File: src/rtl/vga_timing_gen.sv
// Parametrised VGA raster timing generator: pixel-rate enable, h/v counters and registered sync/DE/strobes.
// Define VGA_TEST_PATTERN_EN to add registered r/g/b colour-bar outputs aligned to de.
module vga_timing_gen #(
  parameter int CLK_DIV  = 4,
  parameter int CW       = 10,
  parameter int H_ACTIVE = 640,
  parameter int H_FP     = 16,
  parameter int H_SYNC   = 96,
  parameter int H_BP     = 48,
  parameter int V_ACTIVE = 480,
  parameter int V_FP     = 10,
  parameter int V_SYNC   = 2,
  parameter int V_BP     = 33,
  parameter bit HS_POL   = 1'b0,
  parameter bit VS_POL   = 1'b0
) (
  input  logic          clk,
  input  logic          rst,
  input  logic          en,
  output logic          pix_en,
  output logic [CW-1:0] h_count,
  output logic [CW-1:0] v_count,
  output logic          hs,
  output logic          vs,
  output logic          de,
  output logic          line_start,
  output logic          frame_start
`ifdef VGA_TEST_PATTERN_EN
  ,
  output logic [3:0]    r,
  output logic [3:0]    g,
  output logic [3:0]    b
`endif
);

  localparam int H_TOTAL = H_ACTIVE + H_FP + H_SYNC + H_BP;
  localparam int V_TOTAL = V_ACTIVE + V_FP + V_SYNC + V_BP;
  localparam int DW      = (CLK_DIV > 1) ? $clog2(CLK_DIV) : 1;

  localparam logic [DW-1:0] DIV_LAST  = DW'(CLK_DIV - 1);
  localparam logic [CW-1:0] H_LAST    = CW'(H_TOTAL - 1);
  localparam logic [CW-1:0] H_ACT_END = CW'(H_ACTIVE);
  localparam logic [CW-1:0] HS_BEG    = CW'(H_ACTIVE + H_FP);
  localparam logic [CW-1:0] HS_END    = CW'(H_ACTIVE + H_FP + H_SYNC);
  localparam logic [CW-1:0] V_LAST    = CW'(V_TOTAL - 1);
  localparam logic [CW-1:0] V_ACT_END = CW'(V_ACTIVE);
  localparam logic [CW-1:0] VS_BEG    = CW'(V_ACTIVE + V_FP);
  localparam logic [CW-1:0] VS_END    = CW'(V_ACTIVE + V_FP + V_SYNC);

  logic [DW-1:0] div_q, div_d;
  logic [CW-1:0] h_q, h_d;
  logic [CW-1:0] v_q, v_d;
  logic          pix_q, pix_d;
  logic          hs_q, hs_d;
  logic          vs_q, vs_d;
  logic          de_q, de_d;
  logic          ls_q, ls_d;
  logic          fs_q, fs_d;
  logic          step;
  logic          h_wrap;

  // Flags are decoded from the next-count values so they land in the same edge as the counts.
  always_comb begin
    // NOTE: every output of this block is given a default first, so no path can infer a latch.
    step   = en && (div_q == DIV_LAST);
    h_wrap = (h_q == H_LAST);
    div_d  = div_q;
    h_d    = h_q;
    v_d    = v_q;
    hs_d   = hs_q;
    vs_d   = vs_q;
    de_d   = de_q;
    pix_d  = step;
    ls_d   = 1'b0;
    fs_d   = 1'b0;

    if (en) begin
      div_d = step ? '0 : div_q + 1'b1;
    end

    if (step) begin
      h_d = h_wrap ? '0 : h_q + 1'b1;
      if (h_wrap) begin
        v_d = (v_q == V_LAST) ? '0 : v_q + 1'b1;
      end
      hs_d = ((h_d >= HS_BEG) && (h_d < HS_END)) ? HS_POL : !HS_POL;
      vs_d = ((v_d >= VS_BEG) && (v_d < VS_END)) ? VS_POL : !VS_POL;
      de_d = (h_d < H_ACT_END) && (v_d < V_ACT_END);
      ls_d = (h_d == '0);
      fs_d = (h_d == '0) && (v_d == '0);
    end
  end

  always_ff @(posedge clk) begin
    // NOTE: sequential state uses non-blocking assignments so every flop samples pre-edge values.
    if (rst) begin
      div_q <= '0;
      h_q   <= H_LAST;
      v_q   <= V_LAST;
      pix_q <= 1'b0;
      hs_q  <= !HS_POL;
      vs_q  <= !VS_POL;
      de_q  <= 1'b0;
      ls_q  <= 1'b0;
      fs_q  <= 1'b0;
    end else begin
      div_q <= div_d;
      h_q   <= h_d;
      v_q   <= v_d;
      pix_q <= pix_d;
      hs_q  <= hs_d;
      vs_q  <= vs_d;
      de_q  <= de_d;
      ls_q  <= ls_d;
      fs_q  <= fs_d;
    end
  end

  assign pix_en      = pix_q;
  assign h_count     = h_q;
  assign v_count     = v_q;
  assign hs          = hs_q;
  assign vs          = vs_q;
  assign de          = de_q;
  assign line_start  = ls_q;
  assign frame_start = fs_q;

`ifdef VGA_TEST_PATTERN_EN
  localparam int BAR_W = H_ACTIVE / 8;

  logic [2:0]  bar_idx;
  logic [2:0]  code;
  logic [11:0] rgb_q, rgb_d;

  always_comb begin
    bar_idx = '0;
    for (int k = 1; k < 8; k++) begin
      if (h_d >= CW'(k * BAR_W)) bar_idx = 3'(k);
    end
    code  = ~bar_idx;  // 7 - k for a 3-bit index
    rgb_d = rgb_q;
    if (step) begin
      rgb_d = de_d ? {{4{code[2]}}, {4{code[1]}}, {4{code[0]}}} : '0;
    end
  end

  always_ff @(posedge clk) begin
    if (rst) rgb_q <= '0;
    else     rgb_q <= rgb_d;
  end

  assign r = rgb_q[11:8];
  assign g = rgb_q[7:4];
  assign b = rgb_q[3:0];
`endif

endmodule
File: config.mk
export PLATFORM = sky130hd
export DESIGN_NAME = vga_timing_gen
export DESIGN_NICKNAME = d
export VERILOG_FILES = /design/src/rtl/vga_timing_gen.sv
export SDC_FILE = /design/constraint.sdc
export NUM_CORES = 1
export LEC_CHECK = 0
export BUFFER_PORTS_ARGS = -buffer_cell sky130_fd_sc_hd__buf_4
export CAP_MARGIN = 10
export CORE_MARGIN = 2
export CORE_UTILIZATION = 40
export CTS_CLUSTER_SIZE = 14
export DETAILED_ROUTE_END_ITERATION = 8
export SLEW_MARGIN = 25
export SYNTH_ARGS = -nofsm -noshare
export SYNTH_HDL_FRONTEND = slang
export SYNTH_SLANG_ARGS = --single-unit
export TNS_END_PERCENT = 5
File: constraint.sdc
create_clock -name clk -period 2.75 [get_ports clk]
set_clock_uncertainty 0.05 [all_clocks]
set_input_delay 0 -clock clk [delete_from_list [all_inputs] [get_ports clk]]
set_output_delay 0 -clock clk [all_outputs]
set_load 0.005 [all_outputs]
Word level (Yosys, flattened, before mapping)
Index checks and enable logic that the tools add are counted.
Widths: inputs -> output; s select.
{"block": "word_totals", "register_bits": 28, "latch_bits": 0, "ram_bits": 0, "romBits": 0, "out_inout_bits": 26, "word_cells": 37, "mem_count": 0}
{"block": "classes", "n_addsub": 3, "multipliers": 0, "div_mod_pow": 0, "order_cmp": 6, "n_eq_ne": 3, "n_shift": 0, "mux": 7, "n_bitwise": 1, "reduce_logical": 8}
{"op": "$mux 10", "count": 4}
{"op": "$add 10x1->10 const B", "count": 2}
{"op": "$eq 10x10->1 const B", "count": 2}
{"op": "$logic_not 10->1", "count": 2}
{"op": "$lt 10x10->1 const B", "count": 2}
{"op": "$lt 10x9->1 const B", "count": 2}
{"op": "$ge 10x10->1 const B", "count": 1}
{"op": "$ge 10x9->1 const B", "count": 1}
{"op": "$logic_and 1x1->1", "count": 5}
{"op": "$add 2x1->2 const B", "count": 1}
{"op": "$eq 2x2->1 const B", "count": 1}
{"op": "$mux 1", "count": 2}
{"op": "$mux 2", "count": 1}
{"op": "$reduce_or 2->1", "count": 1}
{"op": "$not 1->1", "count": 1}

Logic depth before layout (Yosys ltp)
{"block": "logic_depth", "word_depth": 7, "ltp_mapped": 8, "ltp_nobuf": 8}

Worst setup path before layout
OpenSTA, ideal clock, no wires.
{"block": "synth_timing", "kind": "flip-flop to flip-flop", "start": "register h_q[0] (netlist: h_count[0])", "end": "register vs_q (netlist: vs)", "setup_time_ns": 0.132, "arrival_ns": 2.171, "path_slack_ns": 0.398, "path_stages_with_launch": 9, "path_buffers": 1, "period_less_slack_ns": 2.352, "cell_sequence": "dfxtp_1 > ha_1 > nand4_4 > or4_4 > buf_6 > a21oi_2 > nor2_1 > a2111oi_0 > a31oi_1"}
{"block": "synth_between", "elab_chain_len": 6}
{"element": "start, declared", "line": "51", "rtl": "logic [CW-1:0] h_q, h_d;"}
{"element": "start signal, assigned", "line": "98", "rtl": "h_q <= H_LAST;"}
{"element": "start signal, assigned", "line": "108", "rtl": "h_q <= h_d;"}
{"element": "$eq 10x10->1 (*)", "line": "66", "rtl": "h_wrap = (h_q == H_LAST);"}
{"element": "$mux 10 (*)", "line": "83", "rtl": "if (h_wrap) begin"}
{"element": "$mux 10 (*)", "line": "81", "rtl": "if (step) begin"}
{"element": "$ge 10x9->1 / $lt 10x9->1 (equally long branches)", "line": "87", "rtl": "vs_d = ((v_d >= VS_BEG) && (v_d < VS_END)) ? VS_POL : !VS_POL;"}
{"element": "$logic_and 1x1->1 (*)", "line": "87"}
{"element": "$mux 1 (*)", "line": "87"}
{"element": "end signal, assigned", "line": "102", "rtl": "vs_q <= !VS_POL;"}
{"element": "end signal, assigned", "line": "112", "rtl": "vs_q <= vs_d;"}
{"element": "end, declared", "line": "55", "rtl": "logic vs_q, vs_d;"}
Every way passes the cells marked *; elsewhere a longest branch is shown, timed or not. The select of a mux whose other input is x is not followed.
A chain may end at the register's enable or synchronous reset.

Worst setup path in the final report
Ends and elaborated chain as after synthesis.

==> run summary <==
total clock sinks -> 28
placed cell area -> 2071 sq um
grt ovf -> 0
layout cells sized above 1 -> 22.22%
vias post-DR -> 1774
PD cells -> 362.1 nW/um^2
CTS resizes -> 0
outcome -> finished clean
Ys Warns -> 0
asr flop ratio synth -> 0%
First DRT Iteration DRCs -> 149
CTS tree -> yes
#FFs+latches synth -> 28
row count -> 24
Initial Utilization -> 42.18%
unrepaired setup endpoints after global routing -> false
Final nets -> 260
largest area contributor in the netlist -> dfxtp_1
Seq/Total Area, Yosys -> 30.11%
CTS H-tree depth -> 1
area share of the largest cell type after synthesis -> 30.11%
port bufs -> 28
All-Layer GR Usage -> 18.00%
Worst Hold Class -> input pin to register
Residual DRC -> 0
Max-slew headroom -> 62.19%
Fillers -> 446
CTS buffer count -> 3
Tcrit/Tclk final -> 90.40%
Synth cell types -> 60
Chip Width -> 72.23 um
VDD IR max -> 290.8 uV
final setup fails -> 0
Worst EP required -> 2.86 ns
setup TNS -> 0 ns
largest net degree at the start of global routing -> 23
first-pass GRT wire length -> 7562 um
commonest non-fill, non-tap cell in the layout -> buf_4
number of global-route vias before repair -> 1505
Post-CTS Setup Inserts -> 0
final worst slack -> 0.2640 ns
die area -> 5216 sq um
clk root buf -> clkbuf_8
Tot Pwr -> 0.0007733 W
antenna violations before repair -> 0
ANT cells -> 0
Post-Syn Instances -> 227
die span in y -> 72.23 um
Top-Level Pins -> 29
Fmax -> 402.3 MHz
Placer Congestion -> 0.9073
leading post-synthesis cells by cell area -> dfxtp_1, o21ai_0, nand2_1
final instance area -> 2136 sq um
routed length per placed instance -> 15.01 um
number of max-cap violations -> 0
Longest Clk Path Bufs -> 2
commonest non-fill, non-tap cells in the layout -> buf_4, dfxtp_1, nand2_1, nor2_1, o21ai_0
CTS clk-pin slew, worst paths -> 0.10 ns
main flop type after synthesis -> dfxtp_1
Post-Syn Area -> 1862 sq um
Post-DP HPWL -> 3275 um
final hold vios -> 0
leakage -> 0.8468 nW
P&R area growth vs syn -> 14.72%
TritonRoute pass-1 iters -> 4
Startpoint Class -> register
Place WS -> 0.3060 ns
Tightest Pin Transition -> 0.5658 ns
Post-synth EDFFs -> 0
kind of critical path -> register to register
Crit. End Element -> register
crit-path max FO -> 11
antenna viol nets, final -> 0
max-slew violations -> 0
clock latency on the worst-skew pair -> 0.27 ns
arrival time worst endpoint -> 2.59 ns
vias per std cell -> 5.836
Avg Synthesized Cell Area -> 8.202 sq um
Syn Nets -> 234
Post-Route WL -> 4562 um
minimum clock period -> 2.486 ns
Core ar. -> 4414 sq um
Core Util, Final -> 48.38%
-- worst max-delay path, stage by stage, from the launching register on --
cell	delay [ns]
dfxtp_1	0.47
ha_1	0.28
nand4_4	0.18
or4_4	0.61
a21oi_2	0.15
nor2_1	0.08
a2111oi_0	0.42
a31oi_1	0.13
-- metrics by stage --
step / cells / hold slack, ns
finish: 304 / 0.01398
CTS: 304 / 0.01442
floorplan: 227 / 0.03840
global route: 304 / 0.02517
global placement: 299 / 0.2252
detailed placement: 299 / 0.2368
-- timing repair --
| action | 4_1_cts | 5_1_grt |
|---|---|---|
| hold buffers | 1 | 0 |
| hold endpoints to repair | 1 | 0 |
| endpoints found under the setup margin | 0 | 0 |
-- flip-flops by register name, summed over array words and instances, names as in the netlist --
| register | cells |
|---|---|
| hs | 1 |
| vs | 1 |
| v_count | 10 |
| div_q | 2 |
| line_start | 1 |
| de | 1 |
| pix_en | 1 |
| frame_start | 1 |
| h_count | 10 |
-- metal layers --
layer,GRT usage [%],vias to the layer above,part of all wire [%]
li1,-,891,-
met1,26.22,819,47
met2,27.83,62,46
met3,3.611,2,6.7
met4,3.145,0,0.59
met5,0,-,0
-- final timing paths --
check,from,slack (ns),endpoint,cells past startpoint
worst max-delay path,h_count[0]$_SDFFE_PP1P_,0.26,vs$_SDFFE_PP1P_,7
worst min-delay path,rst,0.01,div_q[1]$_SDFFE_PP0P_,2
worst max register to register,h_count[0]$_SDFFE_PP1P_,0.26,vs$_SDFFE_PP1P_,7
worst min register to register,de$_SDFFE_PP0P_,0.44,de$_SDFFE_PP0P_,1
-- logic make-up after synthesis --
kind of cell,after synthesis,synth area share [%]
xor+xnor,14,6.586
flops,28,30.11
buf+inv,24,8.602
fa+ha+maj,4,2.688
mux,2,1.075
simple gates,100,31.52
compound gates,55,19.42
-- Yosys cell counts, types with 2 or more instances --
| library cell | number |
|---|---|
| dfxtp_1 | 28 |
| nand2_1 | 19 |
| nor2_1 | 18 |
| o21ai_0 | 15 |
| a21oi_1 | 14 |
| nand3_1 | 14 |
| nor3_1 | 10 |
| nand4_1 | 8 |
| clkbuf_1 | 7 |
| inv_1 | 7 |
| xnor2_1 | 7 |
| xor2_1 | 7 |
| clkbuf_8 | 5 |
| ha_1 | 4 |
| a31oi_1 | 3 |
| and4_1 | 3 |
| o31ai_1 | 3 |
| or3_1 | 3 |
| a211oi_1 | 2 |
| and2_1 | 2 |
| and3_1 | 2 |
| buf_6 | 2 |
| mux2i_1 | 2 |
| nand3b_1 | 2 |
| nor4_1 | 2 |
| o22ai_1 | 2 |
| o311ai_0 | 2 |
| o31a_1 | 2 |
-- where the power goes --
part	internal [W]	switching, W	leakage [nW]
clock network	0.000128	0.000127	0.0288
registers	0.000410	0.00000516	0.226
logic	0.0000429	0.0000597	0.592
total	0.000581	0.000192	0.847
-- cell type report --
class / instances / area (sq um) / share of cell area (%)
Timing Repair Buffer: 38 / 287.8 / 13.47
Inverter: 7 / 26.28 / 1.230
Clock buffer: 4 / 55.05 / 2.578
Multi-Input combinational cell: 175 / 1141 / 53.43
Sequential cell: 28 / 560.5 / 26.24
Tap cell: 52 / 65.06 / 3.046
No activity file was read; power rests on OpenSTA's default activity.
